==> config.mk <==
export PLATFORM = sky130hd
export DESIGN_NAME = regfile_dump_reader_flat
export DESIGN_NICKNAME = d
export VERILOG_FILES = /design/src/rtl/regdump_pkg.sv /design/src/rtl/regfile_dump_reader_if.sv /design/src/rtl/regdump_xor_acc.sv /design/src/rtl/regfile_dump_reader.sv /design/src/flat_wrapper.sv
export SDC_FILE = /design/constraint.sdc
export NUM_CORES = 1
export LEC_CHECK = 0
export CORE_AREA = 5 5 91 67
export DETAILED_ROUTE_END_ITERATION = 16
export DIE_AREA = 0 0 96 72
export GPL_ROUTABILITY_DRIVEN = 0
export GPL_TIMING_DRIVEN = 0
export MAX_ROUTING_LAYER = met4
export PLACE_DENSITY_LB_ADDON = 0.05
export SLEW_MARGIN = 40
export SYNTH_ARGS = -nofsm -noshare
export SYNTH_HDL_FRONTEND = slang
export SYNTH_HIERARCHICAL = 1
export SYNTH_SLANG_ARGS = --single-unit
==> constraint.sdc <==
create_clock -name clk -period 2.5 [get_ports clk]
set_input_delay 0.75 -clock clk [delete_from_list [all_inputs] [get_ports clk]]
set_output_delay 0.75 -clock clk [all_outputs]
set_load 0.05 [all_outputs]
==> src/rtl/regdump_pkg.sv <==
// Shared types and default sizing for the register-file dump engine.
package regdump_pkg;

  localparam int unsigned NUM_REGS_DEF = 32;
  localparam int unsigned ADDR_W_DEF   = 5;
  localparam int unsigned DATA_W_DEF   = 32;

  typedef enum logic [2:0] {
    IDLE,
    ISSUE,
    CAPT,
    VALID,
    DONE
  } state_e;

endpackage

==> src/rtl/regfile_dump_reader_if.sv <==
// Valid/ready beat stream from the dump engine to a trace or debug sink.
interface regfile_dump_reader_if
  import regdump_pkg::*;
#(
  parameter int unsigned ADDR_W = ADDR_W_DEF,
  parameter int unsigned DATA_W = DATA_W_DEF
);

  logic              out_valid;
  logic              out_ready;
  logic [ADDR_W-1:0] out_index;
  logic [DATA_W-1:0] out_data;
  logic              out_last;
  logic              out_sum;

  modport master (
    output out_valid, out_index, out_data, out_last, out_sum,
    input  out_ready
  );

  modport slave (
    input  out_valid, out_index, out_data, out_last, out_sum,
    output out_ready
  );

endinterface

==> src/rtl/regdump_xor_acc.sv <==
// Running XOR of every register value captured during a dump.
module regdump_xor_acc
  import regdump_pkg::*;
#(
  parameter int unsigned DATA_W = DATA_W_DEF
) (
  input  logic              clk,
  input  logic              rst_n,
  input  logic              clr,
  input  logic              en,
  input  logic [DATA_W-1:0] din,
  output logic [DATA_W-1:0] acc
);

  logic [DATA_W-1:0] acc_q, acc_d;

  always_comb begin
    acc_d = acc_q;
    if (clr)     acc_d = '0;
    else if (en) acc_d = acc_q ^ din;
  end

  always_ff @(posedge clk or negedge rst_n) begin
    if (!rst_n) acc_q <= '0;
    else        acc_q <= acc_d;
  end

  assign acc = acc_q;

endmodule

==> src/rtl/regfile_dump_reader.sv <==
// Walks every register through read port 1 and streams one beat per register.
// Define REGDUMP_CHECKSUM_EN to append an XOR checksum beat after the last register.
module regfile_dump_reader
  import regdump_pkg::*;
#(
  parameter int unsigned NUM_REGS = NUM_REGS_DEF,
  parameter int unsigned ADDR_W   = ADDR_W_DEF,
  parameter int unsigned DATA_W   = DATA_W_DEF
) (
  input  logic                  clk,
  input  logic                  rst_n,
  input  logic                  start,
  input  logic                  rf_we,
  output logic [ADDR_W-1:0]     rf_addr,
  input  logic [DATA_W-1:0]     rf_rd,
  regfile_dump_reader_if.master dump,
  output logic                  busy,
  output logic                  done
);

  localparam logic [ADDR_W-1:0] LAST_IDX = ADDR_W'(NUM_REGS - 1);

`ifdef REGDUMP_CHECKSUM_EN
  localparam bit SUM_EN = 1'b1;
`else
  localparam bit SUM_EN = 1'b0;
`endif

  state_e            state_q, state_d;
  logic [ADDR_W-1:0] idx_q, idx_d;
  logic [ADDR_W-1:0] index_q, index_d;
  logic [DATA_W-1:0] data_q, data_d;
  logic              last_q, last_d;
  logic              sum_phase_q, sum_phase_d;
  logic              is_last_reg;
  logic [DATA_W-1:0] acc;

  assign is_last_reg = (idx_q == LAST_IDX);

  // NOTE: every always_comb output is given a default first, so no path can infer a latch.
  always_comb begin
    state_d     = state_q;
    idx_d       = idx_q;
    index_d     = index_q;
    data_d      = data_q;
    last_d      = last_q;
    sum_phase_d = sum_phase_q;
    unique case (state_q)
      IDLE: begin
        if (start) begin
          idx_d       = '0;
          sum_phase_d = 1'b0;
          state_d     = ISSUE;
        end
      end
      // A CPU write owns RD1 this edge; the checksum beat never touches the register file.
      ISSUE: begin
        if (!rf_we || sum_phase_q) state_d = CAPT;
      end
      CAPT: begin
        state_d = VALID;
        index_d = sum_phase_q ? '0  : idx_q;
        data_d  = sum_phase_q ? acc : rf_rd;
        last_d  = sum_phase_q || (is_last_reg && !SUM_EN);
      end
      VALID: begin
        if (dump.out_ready) begin
          if (last_q) begin
            state_d = DONE;
          end else if (is_last_reg) begin
            sum_phase_d = 1'b1;
            state_d     = ISSUE;
          end else begin
            idx_d   = idx_q + 1'b1;
            state_d = ISSUE;
          end
        end
      end
      DONE:    state_d = IDLE;
      default: state_d = IDLE;
    endcase
  end

  // NOTE: sequential state uses non-blocking assignments so every flop samples pre-edge values.
  always_ff @(posedge clk or negedge rst_n) begin
    if (!rst_n) begin
      state_q     <= IDLE;
      idx_q       <= '0;
      index_q     <= '0;
      data_q      <= '0;
      last_q      <= 1'b0;
      sum_phase_q <= 1'b0;
    end else begin
      state_q     <= state_d;
      idx_q       <= idx_d;
      index_q     <= index_d;
      data_q      <= data_d;
      last_q      <= last_d;
      sum_phase_q <= sum_phase_d;
    end
  end

`ifdef REGDUMP_CHECKSUM_EN
  regdump_xor_acc #(
    .DATA_W (DATA_W)
  ) u_xor_acc (
    .clk   (clk),
    .rst_n (rst_n),
    .clr   ((state_q == IDLE) && start),
    .en    ((state_q == CAPT) && !sum_phase_q),
    .din   (rf_rd),
    .acc   (acc)
  );
  assign dump.out_sum = sum_phase_q && (state_q == VALID);
`else
  assign acc          = '0;
  assign dump.out_sum = 1'b0;
`endif

  assign busy           = (state_q != IDLE);
  assign done           = (state_q == DONE);
  assign rf_addr        = busy ? idx_q : '0;
  assign dump.out_valid = (state_q == VALID);
  assign dump.out_index = index_q;
  assign dump.out_data  = data_q;
  assign dump.out_last  = last_q;

endmodule

==> src/flat_wrapper.sv <==
// flat-port wrapper written by rule: the top's interface ports become plain ports
module regfile_dump_reader_flat import regdump_pkg::*;
#(
  parameter int unsigned NUM_REGS = NUM_REGS_DEF,
  parameter int unsigned ADDR_W   = ADDR_W_DEF,
  parameter int unsigned DATA_W   = DATA_W_DEF
)
  (clk, rst_n, start, rf_we, rf_addr, rf_rd, busy, done, dump_out_valid, dump_out_index, dump_out_data, dump_out_last, dump_out_sum, dump_out_ready);
  regfile_dump_reader_if #(.ADDR_W(ADDR_W), .DATA_W(DATA_W)) dump_i ();
  input  logic clk;
  input  logic rst_n;
  input  logic start;
  input  logic rf_we;
  output logic [ADDR_W-1:0] rf_addr;
  input  logic [DATA_W-1:0] rf_rd;
  output logic busy;
  output logic done;
  output wire logic [$bits(dump_i.out_valid)-1:0] dump_out_valid;
  output wire logic [$bits(dump_i.out_index)-1:0] dump_out_index;
  output wire logic [$bits(dump_i.out_data)-1:0] dump_out_data;
  output wire logic [$bits(dump_i.out_last)-1:0] dump_out_last;
  output wire logic [$bits(dump_i.out_sum)-1:0] dump_out_sum;
  input wire logic [$bits(dump_i.out_ready)-1:0] dump_out_ready;
  assign dump_out_valid = dump_i.out_valid;
  assign dump_out_index = dump_i.out_index;
  assign dump_out_data = dump_i.out_data;
  assign dump_out_last = dump_i.out_last;
  assign dump_out_sum = dump_i.out_sum;
  assign dump_i.out_ready = dump_out_ready;
  regfile_dump_reader #(.NUM_REGS(NUM_REGS), .ADDR_W(ADDR_W), .DATA_W(DATA_W)) u_core (.clk(clk), .rst_n(rst_n), .start(start), .rf_we(rf_we), .rf_addr(rf_addr), .rf_rd(rf_rd), .dump(dump_i), .busy(busy), .done(done));
endmodule
# ---- Word-level counts from Yosys, hierarchy flattened
# Cells that the tools add are included.
dict set report totals {
  out_inout_bits 47
  input_bits 37
  register_bits 47
  wordCells 45
}
dict set report op_classes {
  n_reduce_logical 9
  n_mux 18
  eq_ne 11
  n_addsub 1
}
# op count
set ops {}
lappend ops {{32-bit 2-to-1 mux} 1}
lappend ops {{5-bit 2-to-1 mux} 6}
lappend ops {{3-bit 2-to-1 mux} 4}
lappend ops {{3-bit one-hot mux with 4 select lines} 1}
lappend ops {{5-bit one-hot mux with 2 select lines} 1}
lappend ops {{5-bit AND reduction} 2}
lappend ops {{3-bit by 2-bit equality test with 1-bit output (second input constant)} 2}
lappend ops {{2-bit by 1-bit != test with 1-bit output (second input constant)} 3}
lappend ops {{2-bit != test (second input constant)} 3}
lappend ops {{5-bit by 1-bit adder with 5-bit output (second input constant)} 1}
lappend ops {{5-bit equality test (second input constant)} 1}
lappend ops {{1-bit 2-to-1 mux} 4}
lappend ops {{3-bit by 1-bit equality test with 1-bit output (second input constant)} 1}
lappend ops {{3-bit equality test (second input constant)} 1}
lappend ops {{3-bit logical NOT} 1}
lappend ops {{3-bit AND reduction} 1}
lappend ops {{3-bit nonzero test} 1}
lappend ops {{1-bit logical OR} 2}
lappend ops {{1-bit one-hot mux with 2 select lines} 1}
lappend ops {{2-bit nonzero test} 1}
lappend ops {{1-bit logical NOT} 1}

# ---- Depth between registers and ports, before layout
dict set report logic_depth {
  depth_word 5
  depth_mapped 6
  ltp_nobuf 6
}

# ---- Worst setup path after synthesis
# No wires, ideal clock.
dict set report synth_timing {
  path_kind {flip-flop to output port}
  from {register u_core.state_q[0]}
  to {output done}
  arrival_time_ns 1.657
  t_required_ns 1.750
  path_stages_with_launch 3
  setup_slack_ns 0.093
  path_buffers 1
  cell_sequence {dfrtp_1 buf_6 nor3b_1}
}
dict set report synth_between {
  elab_chain_len 1
}
# element line
set synth_rtl {}
lappend synth_rtl {{start: declaration} regfile_dump_reader.sv:29} ;# state_e state_q, state_d;
lappend synth_rtl {{start signal: assignment} regfile_dump_reader.sv:94} ;# state_q <= state_d;
lappend synth_rtl {{3-bit equality test} regfile_dump_reader.sv:121} ;# assign done = (state_q == DONE);
lappend synth_rtl {{end: declaration} flat_wrapper.sv:17} ;# output logic done;
# No other way between the ends.

# ---- Worst setup path after layout
dict set report layout_timing {
  from {register u_core.state_q[1]}
  to {output rf_addr[3]}
}
dict set report layout_between {
  elab_chain_len 2
}
# element line
set layout_rtl {}
lappend layout_rtl {{3-bit nonzero test} regfile_dump_reader.sv:120} ;# assign busy = (state_q != IDLE);
lappend layout_rtl {{5-bit 2-to-1 mux} regfile_dump_reader.sv:122} ;# assign rf_addr = busy ? idx_q : '0;
lappend layout_rtl {{end: declaration} flat_wrapper.sv:14} ;# output logic [ADDR_W-1:0] rf_addr;
# No other way between the ends.

==> impl_metrics.toml <==
[power_and_ir_drop]
leakage_nw = 1.48
powerDensity_nw_per_um2 = 1420
p_total_mw = 4.59
ir_drop_v = 0.000702

[outcome]
status = "finished clean"

[clocking]
clk_pin_slew_ns = 0.08
cts_hold_buffers = 0
numCtsBuffers = 5
clock_path_buffers = 2
htree_levels = 2
cts_tree = "yes"
clock-sinks = 47
cts-root-buf = "clkbuf_8"
clk_latency_ns = 0.29

[sta]
tightestPinTransition_ns = 0.538
hold_violations = 0
setup_tns_ns = 0
relSlewSlack_pct = 64.0
setup_viol = 0
clock_skew_ns = 0.00454
drv_slew = 0
rsz0062_at_grt = "false"
max_clock_freq_ghz = 0.414
period_needed_ns = 2.41
timing.final.crit_share_pct = 96.6

[critical_path]
worst_setup_path_end_kind = "output pin"
r2r_start = "u_core/idx_q[0]"
cp_top_family = "buffers and inverters"
startpoint = "u_core/state_q[1]"
path_buf_inv = 2
cp.required_ns = 1.75
critPathKind = "flip-flop to output pin"
arrival_ns = 1.66
crit_chain = "buf_6, nor3_4, nor2b_1, dlygate4sd2_1"
cp-start-kind = "flip-flop"
slowest_delay_ns = 0.43
cp_slowest_cell = "dlygate4sd2_1"
cp_max_fo = 10

[synthesis]
syn_area_sq_um = 2180
yosysWarnings = 6
synth_top_area_cell = "dfrtp_1"
synthArstFlopShare_pct = 100
synthTopCellsByArea = "dfrtp_1 (54%), nand2b_1 (11%), o21ai_0 (8.7%), nand2_1 (6.5%), buf_6 (3.1%)"
synth_nets = 263
syn_avg_cell_area_sq_um = 9.74
ys_seq_area_share_pct = 53.9
synth_seq_cells = 47
synth_cell_type_count = 32
ys.flop_type = "dfrtp_1"
synth-edff-count = 0
yosys.area.top_type_share_pct = 53.9
netlist_instances = 224

[routing]
drt_iter0_drc = 75
drtPass1Iterations = 4
drt_wl_total_um = 5560
ant_nets = 0
via_per_inst = 4.84
drc = 0
vias = 1878
routedWlPerCell_um = 14.3

[die]
io-pin-count = 84
core_area_sq_um = 5120
std_cell_rows = 22
die_area_sq_um = 6910
die_y_um = 72
initial_core_util_pct = 42.6
die_w_um = 96

[finish]
nets = 354
final_common_cell = "clkdlybuf4s50_1"
fill_cells = 468
syn_to_final_growth_pct = 48.7
n_antenna_cell = 0
final_core_utilization_pct = 63.4
layout_common_cells = "clkdlybuf4s50_1 (73), dfrtp_1 (47), nand2b_1 (39)"
layout-drive-gt1-share_pct = 8.86

[grt]
antenna_found_initial = 0
grt_usage_pct = 17.7
grt_pass1_vias = 1877
overflow = 0
grt_first_pass_wirelength_um = 9270
grt_max_degree = 35

[placed_design]
hpwl_um = 4160
placement.io_buffers = 82

[hold_path]
hp-class = "input pin to async pin"

[flow_run]
drv_cap = 0
flip-flops by register name, summed over array words and instances (netlist names):
name                   count
u_core/dump.out_data      32
u_core/dump.out_index      5
u_core/dump.out_last       1
u_core/idx_q               5
u_core/state_q             3
u_core/sum_phase_q         1
per-layer routing:
metal / GRT usage (%) / vias to the layer above / part of all wire (%)
met3: 3.63 / 7 / 4.7
met5: - / - / 0
met4: 4.26 / 0 / 0.88
met2: 25.4 / 50 / 44
met1: 25.7 / 899 / 50
li1: - / 922 / -
synthesized netlist by cell type (all sizes together) (2+ instances only):
master / count
dfrtp: 47
o21ai: 40
nor3: 2
buf: 8
a22o: 2
clkbuf: 9
nand2b: 39
nor2b: 6
or3b: 2
ha: 2
a21oi: 3
nand2: 38
a31oi: 4
nor2: 2
nor3b: 2
and3: 4
inv: 4
repair_timing:
item                                    CTS  global route
endpoints found under the setup margin    8             7
gates resized for setup                  12             4
pin swaps                                 0             1
setup buffers                             0             1
per-stage QoR:
| step | hold slack [ns] | setup slack, ns | std cells | instance area [sq um] |
|---|---|---|---|---|
| finish | 0.294 | 0.0861 | 388 | 3240 |
| global route | 0.287 | 0.00626 | 388 | 3240 |
| CTS | 0.292 | 0.0137 | 387 | 3250 |
| detailed placement | 0.469 | -0.328 | 379 | 3110 |
| global placement | 0.460 | -0.723 | 378 | 3090 |
| floorplan | 0.454 | 0.0933 | 224 | 2180 |
area by class of cell:
cell class,count,area (sq um),share of cell area [%]
flip-flops and latches,47,1180,36.3
multi-input cells,156,885,27.3
plain buffers,17,118,3.63
inverters,4,15.0,0.463
clock inverters,2,60.1,1.85
well taps,72,90.1,2.78
clock buffers,6,72.6,2.24
repair buffers,84,828,25.5
cells by family (layout without fill, tap and decap cells):
kind of cell    after synthesis  in the layout  synth area share (%)
simple gates                 98             98                  24.3
compound gates               54             54                  13.8
flops                        47             47                  53.9
buf+inv                      21            113                  6.08
fa+ha+maj                     2              2                  1.15
other cells                   1              1                 0.172
mux                           1              1                 0.688
where the power goes:
group / internal, mW / switching, mW
clock: 0.400 / 0.252
sequential: 1.09 / 0.195
combinational: 0.893 / 1.77
worst paths after layout:
check                                                end  slack, ns  cells past startpoint
max in group asynchronous       u_core/dump.out_data[13]       1.78                      2
worst min-delay path            u_core/dump.out_data[23]       0.29                      1
worst max-delay path                          rf_addr[3]       0.09                      4
min in group clk                u_core/dump.out_data[22]       0.48                      2
worst max register to register           u_core/idx_q[0]       0.49                      6
worst min register to register  u_core/dump.out_data[22]       0.48                      2
Power figures use the tool's default switching activity.
